## src/rtl/mem_image_loader_if.sv

```systemverilog
// Loader-side bundle: UART byte stream in, RAM write port and load status out.
// master = loader, slave = the environment (UART receiver, RAM mux, pipeline).
interface mem_image_loader_if;
    logic        start;
    logic [7:0]  rx_data;
    logic        rx_valid;
    logic        rx_ready;
    logic [31:0] mem_addr;
    logic [63:0] mem_dina;
    logic [7:0]  mem_wea;
    logic        interlock;
    logic        done;
    logic        err;
    logic [31:0] word_count;

    modport master (
        input  start, rx_data, rx_valid,
        output rx_ready, mem_addr, mem_dina, mem_wea, interlock, done, err, word_count
    );

    modport slave (
        output start, rx_data, rx_valid,
        input  rx_ready, mem_addr, mem_dina, mem_wea, interlock, done, err, word_count
    );
endinterface

```

## src/rtl/mem_image_loader.sv

```systemverilog
// Streams a big-endian header+image from UART bytes into 64-bit RAM writes; write lands 1 cycle after a word's 8th byte.
// Backpressure: rx_ready only in HDR/DATA, so bytes stall during WRITE/DONE/IDLE; interlock holds the pipeline meanwhile.
module mem_image_loader #(
    parameter logic [31:0] BASE_ADDR = 32'h0,
    parameter logic [31:0] MAX_WORDS = 32'h20000
) (
    input  logic              clk,
    input  logic              rstn,
    mem_image_loader_if.master bus
);

    typedef enum logic [2:0] {
        S_IDLE  = 3'd0,
        S_HDR   = 3'd1,
        S_DATA  = 3'd2,
        S_WRITE = 3'd3,
        S_DONE  = 3'd4
    } state_t;

    state_t      r_state;
    state_t      w_next;
    logic [2:0]  r_byte_cnt;
    logic [31:0] r_word_count;
    logic [31:0] r_word_idx;
    logic [63:0] r_shift;
    logic        r_err;

    logic        w_rx_ready;
    logic        w_take;
    logic [31:0] w_hdr_word;
    logic        w_last_hdr;
    logic        w_last_data;
    logic        w_last_word;

    assign w_rx_ready  = (r_state == S_HDR) || (r_state == S_DATA);
    assign w_take      = bus.rx_valid && w_rx_ready;
    assign w_hdr_word  = {r_word_count[23:0], bus.rx_data};
    assign w_last_hdr  = (r_byte_cnt == 3'd3);
    assign w_last_data = (r_byte_cnt == 3'd7);
    assign w_last_word = ((r_word_idx + 32'd1) == r_word_count);

    always_ff @(posedge clk or negedge rstn) begin
        if (!rstn) begin
            r_state <= S_IDLE;
        end else begin
            r_state <= w_next;
        end
    end

    always_comb begin
        w_next = r_state;
        case (r_state)
            S_IDLE:  if (bus.start) w_next = S_HDR;
            S_HDR: begin
                if (w_take && w_last_hdr) begin
                    // Empty and oversize images both finish without touching the RAM
                    if ((w_hdr_word == 32'd0) || (w_hdr_word > MAX_WORDS)) w_next = S_DONE;
                    else                                                   w_next = S_DATA;
                end
            end
            S_DATA:  if (w_take && w_last_data) w_next = S_WRITE;
            S_WRITE: w_next = w_last_word ? S_DONE : S_DATA;
            S_DONE:  w_next = S_IDLE;
            default: w_next = S_IDLE;
        endcase
    end

    always_comb begin
        bus.rx_ready   = w_rx_ready;
        bus.mem_wea    = (r_state == S_WRITE) ? 8'hFF : 8'h00;
        bus.mem_addr   = BASE_ADDR + r_word_idx;
        bus.mem_dina   = r_shift;
        bus.interlock  = (r_state != S_IDLE);
        bus.done       = (r_state == S_DONE);
        bus.err        = r_err;
        bus.word_count = r_word_count;
    end

    always_ff @(posedge clk or negedge rstn) begin
        if (!rstn) begin
            r_byte_cnt   <= 3'd0;
            r_word_count <= 32'd0;
            r_word_idx   <= 32'd0;
            r_shift      <= 64'd0;
            r_err        <= 1'b0;
        end else begin
            case (r_state)
                S_IDLE: begin
                    if (bus.start) begin
                        r_byte_cnt   <= 3'd0;
                        r_word_count <= 32'd0;
                        r_word_idx   <= 32'd0;
                        r_shift      <= 64'd0;
                        r_err        <= 1'b0;
                    end
                end
                S_HDR: begin
                    if (w_take) begin
                        r_word_count <= w_hdr_word;
                        r_byte_cnt   <= w_last_hdr ? 3'd0 : r_byte_cnt + 3'd1;
                        if (w_last_hdr && (w_hdr_word > MAX_WORDS)) r_err <= 1'b1;
                    end
                end
                S_DATA: begin
                    if (w_take) begin
                        r_shift    <= {r_shift[55:0], bus.rx_data};
                        r_byte_cnt <= r_byte_cnt + 3'd1;
                    end
                end
                S_WRITE: r_word_idx <= r_word_idx + 32'd1;
                default: ;
            endcase
        end
    end

endmodule

```

## src/flat_wrapper.sv

```systemverilog
// flat-port wrapper written by rule: the top's interface ports become plain ports
module mem_image_loader_flat 
#(
    parameter logic [31:0] BASE_ADDR = 32'h0,
    parameter logic [31:0] MAX_WORDS = 32'h20000
)
  (clk, rstn, bus_start, bus_rx_data, bus_rx_valid, bus_rx_ready, bus_mem_addr, bus_mem_dina, bus_mem_wea, bus_interlock, bus_done, bus_err, bus_word_count);
  mem_image_loader_if bus_i ();
  input  logic clk;
  input  logic rstn;
  input wire logic [$bits(bus_i.start)-1:0] bus_start;
  input wire logic [$bits(bus_i.rx_data)-1:0] bus_rx_data;
  input wire logic [$bits(bus_i.rx_valid)-1:0] bus_rx_valid;
  output wire logic [$bits(bus_i.rx_ready)-1:0] bus_rx_ready;
  output wire logic [$bits(bus_i.mem_addr)-1:0] bus_mem_addr;
  output wire logic [$bits(bus_i.mem_dina)-1:0] bus_mem_dina;
  output wire logic [$bits(bus_i.mem_wea)-1:0] bus_mem_wea;
  output wire logic [$bits(bus_i.interlock)-1:0] bus_interlock;
  output wire logic [$bits(bus_i.done)-1:0] bus_done;
  output wire logic [$bits(bus_i.err)-1:0] bus_err;
  output wire logic [$bits(bus_i.word_count)-1:0] bus_word_count;
  assign bus_i.start = bus_start;
  assign bus_i.rx_data = bus_rx_data;
  assign bus_i.rx_valid = bus_rx_valid;
  assign bus_rx_ready = bus_i.rx_ready;
  assign bus_mem_addr = bus_i.mem_addr;
  assign bus_mem_dina = bus_i.mem_dina;
  assign bus_mem_wea = bus_i.mem_wea;
  assign bus_interlock = bus_i.interlock;
  assign bus_done = bus_i.done;
  assign bus_err = bus_i.err;
  assign bus_word_count = bus_i.word_count;
  mem_image_loader #(.BASE_ADDR(BASE_ADDR), .MAX_WORDS(MAX_WORDS)) u_core (.clk(clk), .rstn(rstn), .bus(bus_i));
endmodule
```

## config.mk

```make
export PLATFORM = sky130hd
export DESIGN_NAME = mem_image_loader_flat
export DESIGN_NICKNAME = d
export VERILOG_FILES = /design/src/rtl/mem_image_loader_if.sv /design/src/rtl/mem_image_loader.sv /design/src/flat_wrapper.sv
export SDC_FILE = /design/constraint.sdc
export NUM_CORES = 1
export LEC_CHECK = 0
export CAP_MARGIN = 15
export CORE_ASPECT_RATIO = 0.6
export CORE_MARGIN = 3
export CORE_UTILIZATION = 56
export CTS_CLUSTER_DIAMETER = 60
export DETAILED_ROUTE_END_ITERATION = 16
export HOLD_SLACK_MARGIN = 0.06
export PLACE_DENSITY = 0.87
export SLEW_MARGIN = 10
export SYNTH_ARGS = -nofsm -noshare
export SYNTH_HDL_FRONTEND = slang
export SYNTH_SLANG_ARGS = --single-unit
```

## constraint.sdc

```tcl
create_clock -name clk -period 6.8 [get_ports clk]
set_clock_uncertainty 0.1 [all_clocks]
set_input_delay 0.68 -clock clk [delete_from_list [all_inputs] [get_ports clk]]
set_output_delay 0.68 -clock clk [all_outputs]
set_load 0.01 [all_outputs]
```

==> results.sh, run 1 <==
export IMPL_outcome="completed"
export IMPL_powerDensity_nw_per_um2=374.4
export IMPL_post_cts_setup_buffers=0
export IMPL_slew_viol_final=0
export IMPL_antenna_found_initial=0
export IMPL_routedWlPerCell_um=18.77
export IMPL_fin_nets=980
export IMPL_firstDrtPassIters=6
export IMPL_cts_sinks=135
export IMPL_syn_area_sq_um=7112
export IMPL_ys_warn_count=0
export IMPL_globalRouteOverflowTotal=0
export IMPL_vias_per_cell=6.082
export IMPL_cp_end_kind="output pin"
export IMPL_crit_required_ns=6.02
export IMPL_via_count=6933
export IMPL_cp_max_fo=37
export IMPL_rsz0062_at_grt="false"
export IMPL_grt_usage=0.3069
export IMPL_cts_path_max_buffers=2
export IMPL_critical_path_class="reg -> out"
export IMPL_antenna_cells=0
export IMPL_fmax_ghz=0.2632
export IMPL_start_kind="register"
export IMPL_synth_area_leaders="dfrtp_1 (48%), nand2_1 (13%), nand3_1 (7.8%), xnor2_1 (3.6%), o21ai_0 (3.0%)"
export IMPL_final_cell_mix="nand2_1 (245), clkdlybuf4s50_1 (150), dfrtp_1 (135), nand3_1 (111), o21ai_0 (42)"
export IMPL_syn_nets=867
export IMPL_ys_seq_elements=135
export IMPL_die_h_um=93.29
export IMPL_final_common_cell="nand2_1"
export IMPL_grt_max_degree=78
export IMPL_period_share=0.5588
export IMPL_cp_arrival_ns=3.02
export IMPL_netlist_instances=850
export IMPL_ys_types=59
export IMPL_wl_mm=21.40
export IMPL_root_buffer="clkbuf_16"
export IMPL_die_w_um=151.5
export IMPL_cts_tree="yes"
export IMPL_cap_violations=0
export IMPL_period_needed_ns=3.800
export IMPL_setup_violations=0
export IMPL_synth_ff_type="dfrtp_1"
export IMPL_avgSynthCellArea_sq_um=8.367
export IMPL_io_pins=152
export IMPL_synth_enable_flop_cells=0
export IMPL_grt_pass1_vias=6166
export IMPL_r2r_slack_ns=3.13
export IMPL_clk_latency_ns=0.42
export IMPL_synth_top_area_frac=0.4750
export IMPL_io_buffer_count=151
export IMPL_syn_to_final_growth_pct=30.01
export IMPL_fin_tns_setup_ns=0
export IMPL_drive_gt1_frac=0.05846
export IMPL_synth_top_area_cell="dfrtp_1"
export IMPL_floorplan_initialDensity=0.5821
export IMPL_async_flop_share=1.000
export IMPL_path_clk_slew_ns=0.06
export IMPL_cts_buffers=17
export IMPL_coreArea_sq_um=12220
export IMPL_dpl_instance_area_sq_um=8622
export IMPL_htreeDepth=4
export IMPL_finalHoldViolations=0
export IMPL_drt_initial_drc_count=1007
export IMPL_drc=0
export IMPL_die_area_sq_um=14130
export IMPL_ant_nets=0
export IMPL_vdd_ir_drop_max_mv=0.2728
export IMPL_gp_congestion=0.9542
export IMPL_cts_resized=0
export IMPL_final_area_sq_um=9246
export IMPL_seq_area_frac_synth=0.4750
export IMPL_grt_pass1_wl_mm=33.80
export IMPL_hold_path_class="in -> async"
export IMPL_slew_headroom=0.2667
export IMPL_dpl_hpwl_mm=14.39
export IMPL_holdBufCountCts=0
export IMPL_p_leak_uw=0.004171
export IMPL_tightestPinTransition_ns=1.100
export IMPL_rows=31
[final timing paths]
check | endpoint | cells after the start | startpoint
hold reg to reg | u_core.bus.mem_dina[60]$_DFFE_PN0P_ | 2 | u_core.bus.mem_dina[60]$_DFFE_PN0P_
min in group clk | u_core.bus.mem_dina[60]$_DFFE_PN0P_ | 2 | u_core.bus.mem_dina[60]$_DFFE_PN0P_
setup / recovery | bus_mem_wea[3] | 4 | u_core.r_state[1]$_DFFE_PN0P_
hold / removal | u_core.r_word_idx[31]$_DFFE_PN0P_ | 1 | rstn
setup reg to reg | u_core.r_state[2]$_DFFE_PN0P_ | 9 | u_core.r_word_idx[0]$_DFFE_PN0P_
max in group asynchronous | u_core.bus.mem_dina[16]$_DFFE_PN0P_ | 2 | rstn
[power breakdown]
group / leakage (uW) / internal (uW) / switching [uW]
Sequential: 0.00177 / 1010 / 318
Combinational: 0.00211 / 590 / 563
Clock: 0.000292 / 615 / 362
Total: 0.00417 / 2220 / 1240
[kinds of logic (layout without fill, tap and decap cells)]
family / count (synthesis) / after routing / share of synthesized area
adder cells (fa/ha/maj): 5 / 5 / 0.008797
flip-flops: 135 / 135 / 0.4750
AO/OA/AOI/OAI: 116 / 116 / 0.1029
multiplexers: 3 / 3 / 0.004398
AND/OR/NAND/NOR: 475 / 475 / 0.3144
XOR/XNOR: 40 / 40 / 0.04926
buffers and inverters: 76 / 201 / 0.04521
[registers in the layout, summed over array words and instances (netlist names)]
name,flops
u_core.bus.err,1
u_core.bus.mem_dina,64
u_core.bus.word_count,32
u_core.r_byte_cnt,3
u_core.r_state,3
u_core.r_word_idx,32
[synth_stat cells, drive strengths merged (3+ instances only)]
cell	n
a21oi	25
a22o	3
a311oi	3
a31oi	6
and2	3
and3	8
and4	6
buf	16
clkbuf	47
dfrtp	135
ha	5
inv	13
nand2	246
nand2b	9
nand3	112
nand4	15
nor2	23
nor3	12
nor3b	6
nor4	13
o211ai	4
o21ai	42
o22ai	3
o31ai	14
or2	4
or3	9
or4	3
xnor2	29
xor2	11
[final cells by class]
type                       count  area [sq um]
tap                          165         206.4
fill                         904          2972
multi-input combinational    639          3431
clock inverter                14         198.9
timing repair buffer         157          1558
sequential                   135          3378
clock buffer                  17         425.4
inverter                      13         48.80
[worst max-delay path: stages (launching register included)]
cell,delay (ns)
dfrtp_1,0.61
nand2_1,0.15
or2_2,0.59
inv_2,0.56
clkdlybuf4s50_1,0.66
[routing by layer]
| metal | vias to the layer above | GRT usage | share of wire |
|---|---|---|---|
| met1 | 3284 | 0.4929 | 0.45 |
| li1 | 3169 | - | - |
| met4 | 0 | 0.08296 | 0.015 |
| met2 | 443 | 0.4023 | 0.42 |
| met5 | - | 0 | 0 |
| met3 | 37 | 0.08039 | 0.12 |
[stage by stage]
stage               hold slack, ns  setup WS, ns  instances  utilization  power, uW
floorplan                   0.2844         3.704        850            -       1844
global placement            0.3511         3.409       1109       0.7057       2435
detailed placement          0.3565         3.265       1109       0.7057       2461
CTS                         0.1387         3.045       1140       0.7568       3449
global route                0.1594         2.846       1140       0.7568       3634
finish                      0.1086         3.000       1140       0.7568       3462
Power figures use the tool's default switching activity.
==> inputs of run 2 (changes only) <==
CORE_UTILIZATION = 52   (was 56)
PLACE_DENSITY = 0.81   (was 0.87)
clock period = 3.9 ns   (was 6.8 ns; I/O delays follow)
==> run 2 against run 1 <==
  * Sequential share of layout area is 0.36 points lower
  * Utilization is 4.4 points lower
  * First-iteration DRC count is 28% lower
==> results.sh, run 2 (synthesis results as in run 1) <==
export IMPL_die_area_sq_um=15160
export IMPL_firstDrtPassIters=6
export IMPL_path_clk_slew_ns=0.06
export IMPL_antenna_found_initial=1
export IMPL_finalHoldViolations=0
export IMPL_tightestPinTransition_ns=0.9859
export IMPL_critical_path_slowest_cell="or4_1"
export IMPL_path_delay_family="simple AND/OR/NAND/NOR gates"
export IMPL_crit_required_ns=4.14
export IMPL_powerDensity_nw_per_um2=649.4
export IMPL_r2r_slack_ns=0.22
export IMPL_cts_tree="yes"
export IMPL_grt_pass1_vias=6209
export IMPL_fin_tns_setup_ns=0
export IMPL_grt_usage=0.2982
export IMPL_die_w_um=157.0
export IMPL_coreArea_sq_um=13090
export IMPL_hold_worst_slack_ns=0.3708
export IMPL_fillers=1045
export IMPL_root_buffer="clkbuf_16"
export IMPL_drt_met1_wl_mm=10.79
export IMPL_drc=0
export IMPL_period_share=0.9430
export IMPL_vdd_ir_drop_max_mv=0.3990
export IMPL_wl_mm=22.38
export IMPL_cp_end_kind="register"
export IMPL_cp_slowest_stage_delay_ns=0.54
export IMPL_critPathLaunch="u_core.r_word_idx[0]$_DFFE_PN0P_"
export IMPL_hold_path_class="reg -> reg"
export IMPL_htreeDepth=4
export IMPL_top_layer="met5"
export IMPL_wl_met3_mm=2.185
export IMPL_dr_wl_met2_mm=9.115
export IMPL_vias_per_cell=5.944
export IMPL_die_h_um=96.59
export IMPL_p_leak_uw=0.004228
export IMPL_dpl_worst_slack_ns=0.3434
export IMPL_grt_max_degree=108
export IMPL_ant_nets=0
export IMPL_cp_max_fo=9
export IMPL_gp_congestion=0.9633
export IMPL_slew_viol_final=0
export IMPL_cap_violations=0
export IMPL_floorplan_initialDensity=0.5432
export IMPL_setup_violations=0
export IMPL_period_needed_ns=3.678
export IMPL_clk_latency_ns=0.42
export IMPL_cp_arrival_ns=3.91
export IMPL_slew_headroom=0.3428
export IMPL_path_buf_inv=0
export IMPL_antenna_cells=0
export IMPL_io_pins=152
export IMPL_fin_ws_ns=0.2224
export IMPL_via_count=6883
export IMPL_stdcell_count=1158
export IMPL_dp_cells=1125
export IMPL_fmax_ghz=0.2719
export IMPL_post_cts_setup_buffers=0
export IMPL_fin_util=0.7132
export IMPL_grt_pass1_wl_mm=34.76
export IMPL_start_kind="register"
export IMPL_cts_buffers=17
export IMPL_final_common_cell="nand2_1"
export IMPL_outcome="completed"
export IMPL_fin_nets=992
export IMPL_drt_initial_drc_count=724
export IMPL_critical_path_class="reg -> reg"
export IMPL_routedWlPerCell_um=19.32
export IMPL_critical_path_cell_chain="ha_1 > and3_1 > nand2_1 > nor3_1 > nand4_1 > xnor2_1 > or4_1 > or4_1 > o22ai_2"
export IMPL_largest_register_ffs=64
export IMPL_rows=32
export IMPL_cts_path_max_buffers=2
export IMPL_globalRouteOverflowTotal=0
export IMPL_worstHoldStart="u_core.bus.mem_dina[63]$_DFFE_PN0P_"
export IMPL_final_cell_mix="nand2_1 (245), clkdlybuf4s50_1 (150), dfrtp_1 (135), nand3_1 (111), o21ai_0 (42)"
export IMPL_drive_gt1_frac=0.06883
export IMPL_path_common_cell="or4_1"
export IMPL_rsz0062_at_grt="false"
export IMPL_reg2reg_from="u_core.r_word_idx[0]$_DFFE_PN0P_"
export IMPL_cts_sinks=135
export IMPL_io_buffer_count=151
export IMPL_dpl_hpwl_mm=15.44
export IMPL_syn_to_final_growth_pct=31.30
-- run 2: changes by cell type in the layout (fill, tap and decap cells not counted) --
cell,previous run,this run
inv_8,0,2
clkbuf_1,0,1
buf_4,6,17
clkinv_4,2,0
clkinvlp_4,4,3
dlygate4sd3_1,0,1
inv_6,3,6
clkinv_2,1,0
bufinv_16,4,3
-- run 2: where the power goes --
group / switching (uW) / internal [uW] / total, uW / leakage, uW
combinational: 1000 / 1050 / 2050 / 0.00216
sequential: 545 / 1770 / 2310 / 0.00177
clock: 678 / 1030 / 1700 / 0.000293
-- run 2: what timing repair did --
item	4_1_cts	5_1_grt
endpoints found under the setup margin	0	0
endpoints found under the hold margin	38	0
hold buffers	1	0
resized for setup	0	0
-- run 2: worst paths after layout --
| kind | end | cells after the start |
|---|---|---|
| worst max-delay path | u_core.r_state[2]$_DFFE_PN0P_ | 9 |
| worst min-delay path | u_core.bus.mem_dina[63]$_DFFE_PN0P_ | 2 |
| worst max register to register | u_core.r_state[2]$_DFFE_PN0P_ | 9 |
| worst min register to register | u_core.bus.mem_dina[63]$_DFFE_PN0P_ | 2 |
| max in group asynchronous | u_core.r_word_idx[0]$_DFFE_PN0P_ | 3 |
| min in group asynchronous | u_core.bus.word_count[25]$_DFFE_PN0P_ | 2 |
-- run 2: metal layers --
| metal | track usage | vias to the layer above |
|---|---|---|
| li1 | - | 3191 |
| met1 | 0.4715 | 3310 |
| met2 | 0.3998 | 356 |
| met3 | 0.08189 | 24 |
| met4 | 0.06773 | 2 |
| met5 | 0 | - |
-- run 2: cell type report --
class                   count  area (sq um)  share of cell area
well taps                 170         212.7             0.02278
clock inverters            14         187.7             0.02010
flip-flops and latches    135          3378              0.3618
inverters                  13         48.80            0.005226
clock buffers              18         429.2             0.04596
multi-input cells         639          3431              0.3674
repair buffers            169          1650              0.1767
-- run 2: stage by stage --
stage / power, uW / instance area, sq um
floorplan: 3215 / 7112
global placement: 4307 / 8711
detailed placement: 4333 / 8711
CTS: 6041 / 9338
global route: 6385 / 9338
finish: 6063 / 9338
-- run 2: tightest hold or removal path: stages, from the launching register on --
cell and delay, ns:
dfrtp_1 0.34, nand2_1 0.05, nand2_1 0.05
==> inputs of run 3 (changes only) <==
ABC_AREA = 0   (was unset)
CTS_CLUSTER_DIAMETER = 120   (was 60)
SETUP_SLACK_MARGIN = 0.05   (was unset)
==> results of run 3 <==
The final DEF is identical to that of run 2; final timing and power are the same.
